**src/rtl/adpll_pkg.sv**
```systemverilog
// Shared ADPLL controller definitions: FSM state encoding and counter-width helper.
package adpll_pkg;

    typedef enum logic [1:0] {
        ST_INIT   = 2'd0,
        ST_SETTLE = 2'd1,
        ST_ACQ    = 2'd2,
        ST_LOCKED = 2'd3
    } adpll_state_e;

    // Bits needed to hold 0..value-1; never less than 1 so degenerate counters stay legal.
    function automatic int unsigned clog2(input int unsigned value);
        int unsigned w;
        int unsigned v;
        w = 0;
        v = (value > 0) ? value - 1 : 0;
        while (v > 0) begin
            w = w + 1;
            v = v >> 1;
        end
        return (w == 0) ? 1 : w;
    endfunction

endpackage

```
**src/rtl/k_event_window.sv**
```systemverilog
// Observation window timer plus saturating carry/borrow event counter for the K gain scheduler.
module k_event_window
    import adpll_pkg::*;
#(
    parameter int unsigned WIN_LEN    = 256,
    parameter int unsigned UNLOCK_THR = 32,
    localparam int unsigned EW        = clog2(UNLOCK_THR + 1)
) (
    input  logic          k_clk,
    input  logic          rst,
    input  logic          clear,
    input  logic          carry,
    input  logic          borrow,
    output logic          win_end_c,
    output logic [EW-1:0] total_c
);

    localparam int unsigned    WW       = clog2(WIN_LEN);
    localparam logic [WW-1:0]  WIN_LAST = WW'(WIN_LEN - 1);
    localparam logic [EW-1:0]  EV_SAT   = EW'(UNLOCK_THR);
    localparam logic [EW:0]    SUM_SAT  = (EW + 1)'(UNLOCK_THR);

    logic [WW-1:0] win_cnt;
    logic [EW-1:0] ev_cnt;
    logic [EW:0]   ev_sum_c;

    // Running total including this cycle's events, so the window-end cycle is counted.
    always_comb begin
        ev_sum_c  = {1'b0, ev_cnt} + (EW + 1)'(carry) + (EW + 1)'(borrow);
        total_c   = (ev_sum_c >= SUM_SAT) ? EV_SAT : ev_sum_c[EW-1:0];
        win_end_c = !clear && (win_cnt == WIN_LAST);
    end

    always_ff @(posedge k_clk) begin
        if (!rst) begin
            win_cnt <= '0;
            ev_cnt  <= '0;
        end else if (clear || win_end_c) begin
            win_cnt <= '0;
            ev_cnt  <= '0;
        end else begin
            win_cnt <= win_cnt + WW'(1);
            ev_cnt  <= total_c;
        end
    end

endmodule

```
**src/rtl/k_gain_scheduler.sv**
```systemverilog
// ADPLL K-counter loop-gain scheduler: gear-shifts the modulus exponent from correction
// density per window and reports lock / loss of lock.
module k_gain_scheduler
    import adpll_pkg::*;
#(
    parameter int unsigned KW         = 4,
    parameter int unsigned KMIN       = 2,
    parameter int unsigned KMAX       = 8,
    parameter int unsigned WIN_LEN    = 256,
    parameter int unsigned LOCK_THR   = 4,
    parameter int unsigned UNLOCK_THR = 32,
    parameter int unsigned LOCK_WINS  = 4,
    parameter int unsigned SETTLE_LEN = 16
) (
    input  logic          k_clk,
    input  logic          rst,
    input  logic          carry,
    input  logic          borrow,
    input  logic          force_acq,
    output logic [KW-1:0] k_exp,
    output logic          k_reload,
    output logic          locked,
    output logic          lost
);

    localparam int unsigned   EW          = clog2(UNLOCK_THR + 1);
    localparam int unsigned   QW          = clog2(LOCK_WINS + 1);
    localparam int unsigned   SW          = clog2(SETTLE_LEN);
    localparam logic [KW-1:0] K_LO        = KW'(KMIN);
    localparam logic [KW-1:0] K_HI        = KW'(KMAX);
    localparam logic [QW-1:0] QUIET_LAST  = QW'(LOCK_WINS - 1);
    localparam logic [SW-1:0] SETTLE_LAST = SW'(SETTLE_LEN - 1);
    localparam logic [EW-1:0] QUIET_MAX   = EW'(LOCK_THR);
    localparam logic [EW-1:0] NOISY_MIN   = EW'(UNLOCK_THR);

    adpll_state_e  state, state_d;
    logic [KW-1:0] k_exp_d;
    logic          k_reload_d;
    logic          locked_d;
    logic          lost_d;
    logic [QW-1:0] quiet_cnt, quiet_cnt_d;
    logic [SW-1:0] settle_cnt, settle_cnt_d;

    logic          win_clear_c;
    logic          win_end_c;
    logic [EW-1:0] total_c;
    logic          quiet_c;
    logic          noisy_c;

    assign win_clear_c = (state == ST_INIT) || (state == ST_SETTLE);
    assign quiet_c     = (total_c <= QUIET_MAX);
    assign noisy_c     = (total_c >= NOISY_MIN);

    k_event_window #(
        .WIN_LEN    (WIN_LEN),
        .UNLOCK_THR (UNLOCK_THR)
    ) u_window (
        .k_clk     (k_clk),
        .rst       (rst),
        .clear     (win_clear_c),
        .carry     (carry),
        .borrow    (borrow),
        .win_end_c (win_end_c),
        .total_c   (total_c)
    );

    // Next state and next values of every registered output.
    always_comb begin
        state_d      = state;
        k_exp_d      = k_exp;
        k_reload_d   = 1'b0;
        locked_d     = locked;
        lost_d       = 1'b0;
        quiet_cnt_d  = quiet_cnt;
        settle_cnt_d = settle_cnt;

        case (state)
            ST_INIT: begin
                state_d      = ST_SETTLE;
                k_reload_d   = 1'b1;
                settle_cnt_d = '0;
            end
            ST_SETTLE: begin
                if (settle_cnt == SETTLE_LAST) begin
                    state_d      = ST_ACQ;
                    settle_cnt_d = '0;
                end else begin
                    settle_cnt_d = settle_cnt + SW'(1);
                end
            end
            ST_ACQ: begin
                if (win_end_c) begin
                    if (noisy_c) begin
                        quiet_cnt_d = '0;
                        if (k_exp > K_LO) begin
                            k_exp_d      = k_exp - KW'(1);
                            state_d      = ST_SETTLE;
                            k_reload_d   = 1'b1;
                            settle_cnt_d = '0;
                        end
                    end else if (quiet_c) begin
                        if (quiet_cnt == QUIET_LAST) begin
                            quiet_cnt_d = '0;
                            if (k_exp < K_HI) begin
                                k_exp_d      = k_exp + KW'(1);
                                state_d      = ST_SETTLE;
                                k_reload_d   = 1'b1;
                                settle_cnt_d = '0;
                            end else begin
                                state_d  = ST_LOCKED;
                                locked_d = 1'b1;
                            end
                        end else begin
                            quiet_cnt_d = quiet_cnt + QW'(1);
                        end
                    end else begin
                        quiet_cnt_d = '0;
                    end
                end
            end
            ST_LOCKED: begin
                if (win_end_c && noisy_c) begin
                    k_exp_d      = K_LO;
                    lost_d       = 1'b1;
                    locked_d     = 1'b0;
                    state_d      = ST_SETTLE;
                    k_reload_d   = 1'b1;
                    settle_cnt_d = '0;
                end
            end
            default: begin
                state_d = ST_INIT;
            end
        endcase

        // Forced restart overrides any window decision taken this cycle.
        if (force_acq && (state != ST_INIT)) begin
            state_d      = ST_SETTLE;
            k_exp_d      = K_LO;
            k_reload_d   = 1'b1;
            locked_d     = 1'b0;
            lost_d       = (state == ST_LOCKED);
            quiet_cnt_d  = '0;
            settle_cnt_d = '0;
        end
    end

    always_ff @(posedge k_clk) begin
        if (!rst) begin
            state      <= ST_INIT;
            k_exp      <= K_LO;
            k_reload   <= 1'b0;
            locked     <= 1'b0;
            lost       <= 1'b0;
            quiet_cnt  <= '0;
            settle_cnt <= '0;
        end else begin
            state      <= state_d;
            k_exp      <= k_exp_d;
            k_reload   <= k_reload_d;
            locked     <= locked_d;
            lost       <= lost_d;
            quiet_cnt  <= quiet_cnt_d;
            settle_cnt <= settle_cnt_d;
        end
    end

endmodule

```
**config.mk**
```make
export PLATFORM = sky130hd
export DESIGN_NAME = k_gain_scheduler
export DESIGN_NICKNAME = d
export VERILOG_FILES = /design/src/rtl/adpll_pkg.sv /design/src/rtl/k_event_window.sv /design/src/rtl/k_gain_scheduler.sv
export SDC_FILE = /design/constraint.sdc
export NUM_CORES = 1
export LEC_CHECK = 0
export ABC_AREA = 1
export CAP_MARGIN = 5
export CORE_UTILIZATION = 35
export CTS_CLUSTER_DIAMETER = 40
export DETAILED_ROUTE_END_ITERATION = 6
export PLACE_DENSITY = 0.5
export SLEW_MARGIN = 25
export SYNTH_ARGS = -nofsm -noshare
export SYNTH_HDL_FRONTEND = slang
export SYNTH_SLANG_ARGS = --single-unit
```
**constraint.sdc**
```tcl
create_clock -name k_clk -period 8.6 [get_ports k_clk]
set_clock_uncertainty 0.05 [all_clocks]
set_input_delay 1.72 -clock k_clk [delete_from_list [all_inputs] [get_ports k_clk]]
set_output_delay 1.72 -clock k_clk [all_outputs]
set_load 0.02 [all_outputs]
```
## After elaboration in Yosys (flattened, before gate mapping)

Cells that the tools add are included.
Widths: inputs -> output; s select.

| operators by class | value |
|---|---|
| bitwise logic cells | 1 |
| reductions and logical operators | 17 |
| multiply operators | 0 |
| shifts and indexed selects | 0 |
| equality and inequality tests | 23 |
| muxes and demuxes | 49 |
| magnitude comparators | 5 |
| add/subtract/negate cells | 7 |
| divide/modulo/power cells | 0 |

Operator list:

| cell | number |
|---|---|
| $mux 4 | 15 |
| $reduce_and 6->1 | 3 |
| $mux 1 | 17 |
| $mux 2 | 8 |
| $pmux 4 s4 | 1 |
| $ne 3x3->1 const B | 5 |
| $reduce_and 7->1 | 2 |
| $ne 4x4->1 const B | 3 |
| $ne 2x2->1 const B | 5 |
| $mux 3 | 3 |
| $add 4x1->4 const B | 2 |
| $add 8x1->8 const B | 1 |
| $eq 8x8->1 const B | 1 |
| $pmux 2 s4 | 1 |
| $pmux 4 s2 | 1 |
| $add 6x1->7 | 1 |
| $add 7x1->7 | 1 |
| $ge 7x6->1 const B | 1 |
| $ge 6x6->1 const B | 1 |
| $le 6x3->1 const B | 1 |
| $mux 6 | 1 |
| $eq 2x2->1 const B | 2 |
| $eq 4x4->1 const B | 1 |
| $gt 4x2->1 const B | 1 |
| 18 further kinds | 24 |

| word-level totals | value |
|---|---|
| register bits | 30 |
| output and inout port bits | 7 |
| word-level logic and storage cells | 112 |
| bits in writable memories | 0 |
| latch bits | 0 |
| memories | 0 |
| bits of input ports | 5 |
| bits in read-only memories | 0 |

## Depth between registers and ports, before layout

Gate-level depths: netlist of run 1.

| depth | value |
|---|---|
| depth after elaboration | 10 |
| gate-level depth with buffers | 18 |
| gate-level depth less buffers | 18 |

## Cells and area by module

Synthesis of run 1 repeated with hierarchy kept, for this count alone.

| second synthesis, totals | value |
|---|---|
| cells, all modules | 272 |
| area total of the unflattened synthesis | 1906.8 um2 |

By module, submodules not included:

| module | cells an instance | area an instance (um2) | sequential area each (um2) | times used |
|---|---|---|---|---|
| k_gain_scheduler | 183 | 1173.6 | 320.3 | 1 |
| k_event_window | 89 | 733.2 | 280.3 | 1 |

## Worst setup path after synthesis of run 1

No wires, ideal clock.

| timing | value |
|---|---|
| path type | input -> register |
| start point | input port carry |
| end point | register k_exp[3] |
| required time | 8486 ps |
| buffers on the path | 0 |
| cell stages on the path | 18 |
| arrival time | 3783 ps |
| setup time | 64 ps |
| path slack | 4703 ps |
| cell sequence | inv_1 fa_1 inv_1 ha_1 nand3_1 nand2_1 nand2_2 nand2_8 ha_1 nand2_1 nor2_1 a211oi_1 nor2_1 nor2_1 nand2_1 nand3_1 nand2_1 nor2_1 |

| on the way | value |
|---|---|
| word-level cells in the longest chain between the ends | 8 |
| elaborated cells between the ends (all ways) | 16 |
| classes of those cells | add/sub: 2; order compare: 3; eq/ne: 5; mux: 4; reduce/logical: 2 |

Ends and longest elaborated chain:

| what | RTL line | RTL |
|---|---|---|
| start, declared | k_gain_scheduler.sv:17 | `input logic carry,` |
| $add 6x1->7 * | k_event_window.sv:29 | `ev_sum_c = {1'b0, ev_cnt} + (EW + 1)'(carry) + (EW + 1)'(borrow);` |
| $add 7x1->7 * | k_event_window.sv:29 |  |
| $ge 7x6->1 | k_event_window.sv:30 | `total_c = (ev_sum_c >= SUM_SAT) ? EV_SAT : ev_sum_c[EW-1:0];` |
| $mux 6 * | k_event_window.sv:30 |  |
| $ge 6x6->1 | k_gain_scheduler.sv:52 | `assign noisy_c = (total_c >= NOISY_MIN);` |
| $logic_and 1x1->1 / $mux 4 (equally long branches) | k_gain_scheduler.sv:122, k_gain_scheduler.sv:93 |  |
| $ne 2x2->1 (no line) / $mux 4 (equally long branches) | -- |  |
| $reduce_and 7->1 (no line) / $pmux 4 s2 (equally long branches) | -- |  |
| end signal, assigned | k_gain_scheduler.sv:159 | `k_exp <= k_exp_d;` |
| end, declared | k_gain_scheduler.sv:20 | `output logic [KW-1:0] k_exp,` |

Every way passes the cells marked *; elsewhere a longest branch is shown, timed or not. The select of a mux whose other input is x is not followed.
A chain may end at the register's enable or synchronous reset.

## Worst setup path in the final report of run 1

Same ends and word-level chain as after synthesis.

==> results.sh, run 1 <==
export IMPL_max_slew_margin_pct=49.0
export IMPL_ant_nets=0
export IMPL_die_w_um=76.3
export IMPL_setup_violations_final=0
export IMPL_syn_cell_area_um2=1930
export IMPL_holdPathStages=1
export IMPL_synthArstFlopShare_pct=0
export IMPL_core_area_um2=5200
export IMPL_io_pin_count=12
export IMPL_fin_crit_sh_pct=50.3
export IMPL_met2_usage_pct=22.1
export IMPL_use_met3_pct=3.95
export IMPL_dpl_worst_slack_ns=3.96
export IMPL_total_power_mw=0.609
export IMPL_yosys_top_cells_count="59 x nand2_1, 42 x nor2_1, 34 x inv_1"
export IMPL_yosysSeqAreaShare_pct=31.0
export IMPL_met1_usage_pct=17.7
export IMPL_outcome="finished clean"
export IMPL_holdCritStartpoint="u_window.win_cnt[0]"
export IMPL_cts_max_path_buffers=2
export IMPL_numClockSinks=30
export IMPL_clock_root_buffer="clkbuf_8"
export IMPL_die_y_um=76.3
export IMPL_busiest_layer="met2"
export IMPL_dr_total_vias=1565
export IMPL_port_buffers=11
export IMPL_synthDominantCellAreaShare_pct=31.0
export IMPL_p_per_area_nw_per_um2=272
export IMPL_dp_hpwl_mm=2.84
export IMPL_ys_types=32
export IMPL_cts_setup_buffers=0
export IMPL_routed_wl_mm=3.68
export IMPL_holdPathEnd="u_window.win_cnt[0]"
export IMPL_hold_class="flip-flop to flip-flop"
export IMPL_grt_setup_unrepaired="false"
export IMPL_die_area_um2=5830
export IMPL_grt_use_total_pct=14.0
export IMPL_via_per_inst=4.45
export IMPL_synth_most_common_cell="nand2_1"
export IMPL_postLayoutCoreUtil_pct=43.1
export IMPL_fmax_mhz=231
export IMPL_cp_required_ns=8.78
export IMPL_worst_ep_arrival_time_ns=4.50
export IMPL_firstDrtPassIters=4
export IMPL_grt_overflow=0
export IMPL_ys_ff_latch=30
export IMPL_yosys_area_top_type="dfxtp_1"
export IMPL_setup_ws_ns=4.28
export IMPL_tns_ns=0
export IMPL_nets=300
export IMPL_drt_initial_drc_count=74
export IMPL_ys_flop_type="dfxtp_1"
export IMPL_ir_worst_vdd_mv=0.120
export IMPL_drive_gt1_share_pct=13.8
export IMPL_clock_latency_ns=0.29
export IMPL_path_class="input pin to flip-flop"
export IMPL_grt_pass1_wl_mm=6.38
export IMPL_nFillCells=561
export IMPL_drc=0
export IMPL_power_leakage_nw=1.03
export IMPL_synth_avg_cell_area_um2=7.27
export IMPL_antenna_cells=0
export IMPL_worst_setup_path_end_kind="flip-flop"
export IMPL_startpoint_type="input pin"
export IMPL_place_gp_congestion=0.814
export IMPL_timing_reg2reg_setup_slack_ns=5.92
export IMPL_post_route_min_period_ns=4.32
export IMPL_maxCapViolCount=0
export IMPL_routedWlPerCell_um=10.5
export IMPL_cts_tree="done"
export IMPL_worstReg2RegStart="u_window.ev_cnt[0]"
export IMPL_syn_inst=266
export IMPL_start_util_pct=37.2
export IMPL_grt_antenna_before_repair=0
export IMPL_holdWs_ns=0.400
export IMPL_grt_pass1_vias=1430
export IMPL_cp_max_fo=10
export IMPL_drv_slew=0
export IMPL_synth_edf_count=0
export IMPL_area_delta_synth_final_pct=16.0
export IMPL_r2r_end="k_exp[3]"
export IMPL_htree_levels=2
export IMPL_cts_buffers=5
export IMPL_grt_max_degree=12
export IMPL_rows=26
export IMPL_yosys_warnings=0
export IMPL_tightestPinTransition_ns=0.762
export IMPL_synth_area_leaders="dfxtp_1 31%, nand2_1 11%, nor2_1 8.2%"
export IMPL_cts_reportedPaths_clkPinSlew_ns=0.07
export IMPL_cts_resized=0
export IMPL_hold_violations=0
export IMPL_mappedNetlistNets=285
export IMPL_postCtsHoldBufs=0
export IMPL_reg2regPathDepth=18
==> worst max-delay path: stages <==
cell	delay [ns]
clkdlybuf4s50_1	0.45
inv_1	0.05
fa_1	0.45
inv_1	0.10
ha_1	0.21
nand3_1	0.11
nand2_1	0.09
nand2_2	0.09
nand2_8	0.12
ha_1	0.28
nand2_1	0.08
nor2_1	0.04
a211oi_1	0.27
nor2_1	0.07
nor2_1	0.09
nand2_1	0.05
nand3_1	0.07
nand2_1	0.05
nor2_1	0.12
==> placed cells by master (no fill, tap or decap), types with 8 or more instances in the layout <==
cell type	count
nand2_1	59
nor2_1	42
inv_1	34
dfxtp_1	30
nand3_1	17
ha_1	12
clkdlybuf4s50_1	11
a21oi_1	9
o21ai_0	8
==> worst max path at each step <==
stage / start / to / slack [ns]
detailed placement: carry / k_exp[3] / 3.96
CTS: carry / k_exp[3] / 4.26
finish: carry / k_exp[3] / 4.28
floorplan: carry / k_exp[3] / 4.70
global route: carry / k_exp[3] / 4.01
global placement: carry / k_exp[3] / 3.99
==> registers in the layout, indices dropped and copies added (netlist names) <==
register          flops
locked                1
k_exp                 4
quiet_cnt             3
state                 2
u_window.win_cnt      8
settle_cnt            4
lost                  1
k_reload              1
u_window.ev_cnt       6
==> power by group <==
group	leakage [nW]	internal, mW	total [mW]	switching [mW]
Combinational	0.712	0.0951	0.245	0.150
Sequential	0.243	0.160	0.181	0.0206
Clock	0.0714	0.124	0.183	0.0593
==> cell families (layout without fill, tap and decap cells) <==
| logic type | count (synthesis) | in the layout | synth area share (%) |
|---|---|---|---|
| flip-flops | 30 | 30 | 31.0 |
| AO/OA/AOI/OAI | 24 | 24 | 6.99 |
| XOR/XNOR | 6 | 6 | 2.72 |
| buffers and inverters | 41 | 57 | 9.25 |
| adder cells (fa/ha/maj) | 14 | 14 | 9.83 |
| AND/OR/NAND/NOR | 151 | 151 | 40.2 |
==> final cells by class <==
class                   count  area, um2  area share (%)
inverters                  38        148            6.58
repair buffers             11        110            4.91
well taps                  70       87.6            3.90
clock buffers               6       82.6            3.68
multi-input cells         195       1150            51.5
clock inverters             2       60.1            2.68
flip-flops and latches     30        601            26.8
==> per-stage QoR <==
stage          instances  cell area [um2]
4_1_cts              352             2240
3_3_place_gp         344             2100
6_report             352             2240
3_5_place_dp         344             2100
5_1_grt              352             2240
2_1_floorplan        266             1930
==> metal layers <==
metal,up-vias,wire [um]
met1,675,1910
met2,17,1610
met3,6,97
li1,867,-
met5,-,0
met4,0,66
(Power assumes the default switching activity.)
==> run 2, diff against run 1 <==
--- a/config.mk
+++ b/config.mk
@@ -10,7 +10,7 @@
 export CORE_UTILIZATION = 35
 export CTS_CLUSTER_DIAMETER = 40
 export DETAILED_ROUTE_END_ITERATION = 6
-export PLACE_DENSITY = 0.5
+export PLACE_DENSITY = 0.52
 export SLEW_MARGIN = 25
 export SYNTH_ARGS = -nofsm -noshare
 export SYNTH_HDL_FRONTEND = slang
==> constraint.sdc (replaced) <==
create_clock -name k_clk -period 3.5 [get_ports k_clk]
set_clock_uncertainty 0.05 [all_clocks]
set_input_delay 0.7 -clock k_clk [delete_from_list [all_inputs] [get_ports k_clk]]
set_output_delay 0.7 -clock k_clk [all_outputs]
set_load 0.02 [all_outputs]
==> results.sh, run 2 (same netlist as run 1, synthesis figures left out) <==
export IMPL_routed_wl_mm=3.75
export IMPL_dp_hpwl_mm=2.88
export IMPL_antenna_cells=0
export IMPL_top_register="u_window.win_cnt"
export IMPL_path_class="input pin to flip-flop"
export IMPL_tns_ns=0
export IMPL_cts_resized=0
export IMPL_cp_required_ns=3.68
export IMPL_cts_setup_buffers=0
export IMPL_ant_nets=0
export IMPL_area_delta_synth_final_pct=17.1
export IMPL_total_power_mw=1.50
export IMPL_cts_max_path_buffers=2
export IMPL_place_gp_congestion=0.754
export IMPL_grt_antenna_before_repair=0
export IMPL_die_y_um=76.3
export IMPL_startpoint="carry"
export IMPL_grt_use_total_pct=14.9
export IMPL_fin_crit_sh_pct=89.5
export IMPL_drive_gt1_share_pct=14.7
export IMPL_tightestPinTransition_ns=0.417
export IMPL_htree_levels=2
export IMPL_outcome="finished clean"
export IMPL_fmax_mhz=319
export IMPL_drv_slew=0
export IMPL_maxCapViolCount=0
export IMPL_layout_commonest_cell="nand2_1"
export IMPL_reg_top3="u_window.win_cnt: 8 flops, u_window.ev_cnt: 6 flops"
export IMPL_cts_tree="done"
export IMPL_worst_setup_path_end_kind="flip-flop"
export IMPL_worst_ep_arrival_time_ns=3.31
export IMPL_holdCritStartpoint="u_window.win_cnt[0]"
export IMPL_firstDrtPassIters=5
export IMPL_p_per_area_nw_per_um2=662
export IMPL_drc=0
export IMPL_io_pin_count=12
export IMPL_clock_latency_ns=0.28
export IMPL_final_cell_mix="59 x nand2_1, 42 x nor2_1, 34 x inv_1"
export IMPL_start_util_pct=37.2
export IMPL_postCtsHoldBufs=0
export IMPL_final_cell_area_um2=2270
export IMPL_die_w_um=76.3
export IMPL_grt_overflow=0
export IMPL_startpoint_type="input pin"
export IMPL_ir_worst_vdd_mv=0.238
export IMPL_grt_pass1_wl_mm=6.94
export IMPL_numClockSinks=30
export IMPL_routedWlPerCell_um=10.5
export IMPL_port_buffers=11
export IMPL_cts_buffers=5
export IMPL_cts_reportedPaths_clkPinSlew_ns=0.07
export IMPL_worstReg2RegStart="u_window.ev_cnt[0]"
export IMPL_post_route_min_period_ns=3.13
export IMPL_grt_setup_unrepaired="false"
export IMPL_die_area_um2=5830
export IMPL_dpl_cell_area_um2=2120
export IMPL_power_leakage_nw=1.04
export IMPL_hold_class="flip-flop to flip-flop"
export IMPL_largest_reg_flops=8
export IMPL_setup_violations_final=0
export IMPL_grt_max_degree=12
export IMPL_hold_violations=0
export IMPL_max_slew_margin_pct=71.9
export IMPL_via_per_inst=4.54
export IMPL_nets=303
export IMPL_cp_max_fo=7
export IMPL_grt_pass1_vias=1557
export IMPL_core_area_um2=5200
export IMPL_rows=26
export IMPL_clock_root_buffer="clkbuf_8"
export IMPL_drt_initial_drc_count=91
export IMPL_dr_total_vias=1611
-- run 2: layer usage --
| metal | GRT usage, % | wire, um |
|---|---|---|
| met1 | 19.4 | 1940 |
| met3 | 3.71 | 93 |
| met2 | 22.8 | 1620 |
| met5 | 0 | 0 |
| met4 | 7.50 | 89 |
-- run 2: per-stage QoR --
stage          worst slack (ns)  hold slack, ns  std cells  utilization, %
2_1_floorplan             0.623           0.368        266               -
3_3_place_gp             0.0691           0.381        347            40.8
3_5_place_dp             0.0579           0.384        347            40.8
4_1_cts                   0.359           0.402        355            43.5
5_1_grt                  0.0839           0.415        355            43.5
6_report                  0.366           0.398        355            43.5
-- run 2: worst max-delay path: stages --
cell             delay, ns
clkdlybuf4s50_1       0.45
inv_1                 0.05
fa_1                  0.44
inv_1                 0.10
ha_1                  0.17
nand3_1               0.09
nand2_1               0.09
nand2_2               0.09
nand2_8               0.10
ha_1                  0.27
nand2_1               0.07
nor2_1                0.04
a211oi_1              0.24
nor2_1                0.08
nor2_1                0.09
nand2_1               0.05
nand3_1               0.07
nand2_1               0.05
nor2_1                0.09
-- run 2: power breakdown --
group          total, mW  switching [mW]  internal, mW
clock              0.443           0.139         0.304
sequential         0.444          0.0502         0.394
combinational      0.614           0.377         0.238
-- run 2: cell type report --
| type | instances | area [um2] |
|---|---|---|
| fill | 551 | 2940 |
| multi-input combinational | 195 | 1150 |
| sequential | 30 | 601 |
| inverter | 38 | 148 |
| timing repair buffer | 14 | 133 |
| tap | 70 | 87.6 |
| clock buffer | 6 | 82.6 |
| clock inverter | 2 | 60.1 |
-- run 2: final timing paths --
path | end | cells after the start | slack, ns
max reg2reg | k_exp[3] | 18 | 0.99
min reg2reg | u_window.win_cnt[0] | 1 | 0.40
max | k_exp[3] | 19 | 0.37
min | u_window.win_cnt[0] | 1 | 0.40
==> run 3, diff against run 2 <==
--- a/config.mk
+++ b/config.mk
@@ -11,6 +11,7 @@
 export CTS_CLUSTER_DIAMETER = 40
 export DETAILED_ROUTE_END_ITERATION = 6
 export PLACE_DENSITY = 0.52
+export SETUP_SLACK_MARGIN = 0.2
 export SLEW_MARGIN = 25
 export SYNTH_ARGS = -nofsm -noshare
 export SYNTH_HDL_FRONTEND = slang
==> results.sh, run 3 (same netlist as run 1, synthesis figures left out) <==
export IMPL_outcome="finished clean"
export IMPL_grt_pass1_wl_mm=6.94
export IMPL_core_area_um2=5200
export IMPL_antenna_cells=0
export IMPL_hold_class="flip-flop to flip-flop"
export IMPL_p_seq_share_pct=29.6
export IMPL_cts_reportedPaths_clkPinSlew_ns=0.07
export IMPL_nFillCells=550
export IMPL_holdWs_ns=0.398
export IMPL_htree_levels=2
export IMPL_worst_ep_arrival_time_ns=3.16
export IMPL_p_per_area_nw_per_um2=660
export IMPL_grt_antenna_before_repair=0
export IMPL_p_sw_share_pct=37.7
export IMPL_holdPathEnd="u_window.win_cnt[0]"
export IMPL_worst_setup_path_end_kind="flip-flop"
export IMPL_fin_crit_sh_pct=86.8
export IMPL_top_register="u_window.win_cnt"
export IMPL_ir_worst_vdd_mv=0.238
export IMPL_die_y_um=76.3
export IMPL_rows=26
export IMPL_drc=0
export IMPL_ant_nets=0
export IMPL_die_w_um=76.3
export IMPL_final_cell_mix="59 x nand2_1, 42 x nor2_1, 33 x inv_1"
export IMPL_numClockSinks=30
export IMPL_use_met3_pct=3.71
export IMPL_dp_hpwl_mm=2.88
export IMPL_drt_initial_drc_count=68
export IMPL_r2r_end="settle_cnt[1]"
export IMPL_reg2regPathDepth=16
export IMPL_post_route_min_period_ns=3.04
export IMPL_grt_max_degree=12
export IMPL_max_slew_margin_pct=71.9
export IMPL_tightestPinTransition_ns=0.417
export IMPL_final_cell_area_um2=2290
export IMPL_drive_gt1_share_pct=16.1
export IMPL_clock_root_buffer="clkbuf_8"
export IMPL_cts_max_path_buffers=2
export IMPL_cp_required_ns=3.62
export IMPL_met1_usage_pct=19.4
export IMPL_layout_commonest_cell="nand2_1"
export IMPL_cts_buffers=5
export IMPL_grt_use_total_pct=14.9
export IMPL_fmax_mhz=329
export IMPL_grt_pass1_vias=1557
export IMPL_busiest_layer="met2"
export IMPL_grt_overflow=0
export IMPL_holdPathStages=1
export IMPL_pwr_share_clk_pct=29.3
export IMPL_reg_top3="u_window.win_cnt: 8 flops, u_window.ev_cnt: 6 flops"
export IMPL_dpl_worst_slack_ns=0.0579
export IMPL_routedWlPerCell_um=10.8
export IMPL_holdCritStartpoint="u_window.win_cnt[0]"
export IMPL_hold_violations=0
export IMPL_setup_violations_final=0
export IMPL_combPwrFrac_pct=41.2
export IMPL_area_delta_synth_final_pct=18.2
export IMPL_dr_total_vias=1591
export IMPL_drv_slew=0
export IMPL_cp_max_fo=9
export IMPL_largest_reg_flops=8
export IMPL_setup_ws_ns=0.462
export IMPL_die_area_um2=5830
export IMPL_cts_setup_buffers=0
export IMPL_grt_setup_unrepaired="false"
export IMPL_routed_wl_mm=3.82
export IMPL_place_gp_congestion=0.754
export IMPL_start_util_pct=37.2
export IMPL_p_int_mw=0.940
export IMPL_met2_usage_pct=22.8
export IMPL_clock_latency_ns=0.28
export IMPL_startpoint_type="input pin"
export IMPL_io_pin_count=12
export IMPL_worstReg2RegStart="u_window.ev_cnt[0]"
export IMPL_nets=303
export IMPL_maxCapViolCount=0
export IMPL_p_switching_mw=0.570
export IMPL_cts_tree="done"
export IMPL_via_per_inst=4.48
export IMPL_firstDrtPassIters=6
export IMPL_timing_reg2reg_setup_slack_ns=1.08
export IMPL_dpl_cell_area_um2=2120
export IMPL_port_buffers=11
export IMPL_path_class="input pin to flip-flop"
export IMPL_power_leakage_nw=1.04
export IMPL_tns_ns=0
## run 3: worst max-delay path by stage
stage	cells past startpoint	end	from
after floorplan	18	k_exp[3]	carry
after global placement	19	k_exp[3]	carry
after detailed placement	19	k_exp[3]	carry
after CTS	19	k_exp[3]	carry
after global routing	19	k_exp[3]	carry
final	17	settle_cnt[1]	carry
## run 3: per-stage QoR
stage,cells,power (mW),util [%]
floorplan,266,0.939,-
global placement,347,1.07,40.8
detailed placement,347,1.07,40.8
CTS,355,1.53,43.5
global route,355,1.64,43.9
finish,355,1.51,43.9
## run 3: area by class of cell
| type | instances | area (um2) | area share (%) |
|---|---|---|---|
| Timing Repair Buffer | 14 | 133 | 5.80 |
| Multi-Input combinational cell | 195 | 1170 | 51.4 |
| Tap cell | 70 | 87.6 | 3.83 |
| Clock inverter | 2 | 60.1 | 2.63 |
| Clock buffer | 6 | 82.6 | 3.61 |
| Sequential cell | 30 | 601 | 26.3 |
| Inverter | 38 | 148 | 6.46 |
## run 3: repair_timing
action	4_1_cts	5_1_grt
endpoints found under the setup margin	0	3
hold buffers	0	0
gates resized for setup	0	4
## run 3: power groups by stage
| stage | Clock (mW) | Sequential [mW] | Combinational [mW] |
|---|---|---|---|
| 2_1_floorplan | 0 | 0.464 | 0.475 |
| 3_3_place_gp | 0 | 0.453 | 0.619 |
| 3_5_place_dp | 0 | 0.453 | 0.620 |
| 4_1_cts | 0.456 | 0.445 | 0.625 |
| 5_1_grt | 0.468 | 0.456 | 0.718 |
| 6_report | 0.442 | 0.446 | 0.621 |
## run 3: per-layer routing
metal | part of all wire [%] | vias to the layer above
li1 | - | 873
met2 | 44 | 12
met3 | 2.2 | 9
met4 | 2.4 | 0
met5 | 0 | -
met1 | 51 | 697
## run 3: critical path, stage by stage
cell and delay, ns:
clkdlybuf4s50_1 0.45, inv_1 0.06, fa_2 0.40, inv_2 0.07, ha_1 0.16, nand3_1 0.09
nand2_1 0.09, nand2_2 0.09, nand2_8 0.10, inv_6 0.06, ha_1 0.19, o21ai_0 0.21
nand3_2 0.12, nor2_4 0.18, inv_2 0.06, a21oi_2 0.10, nor2_1 0.04
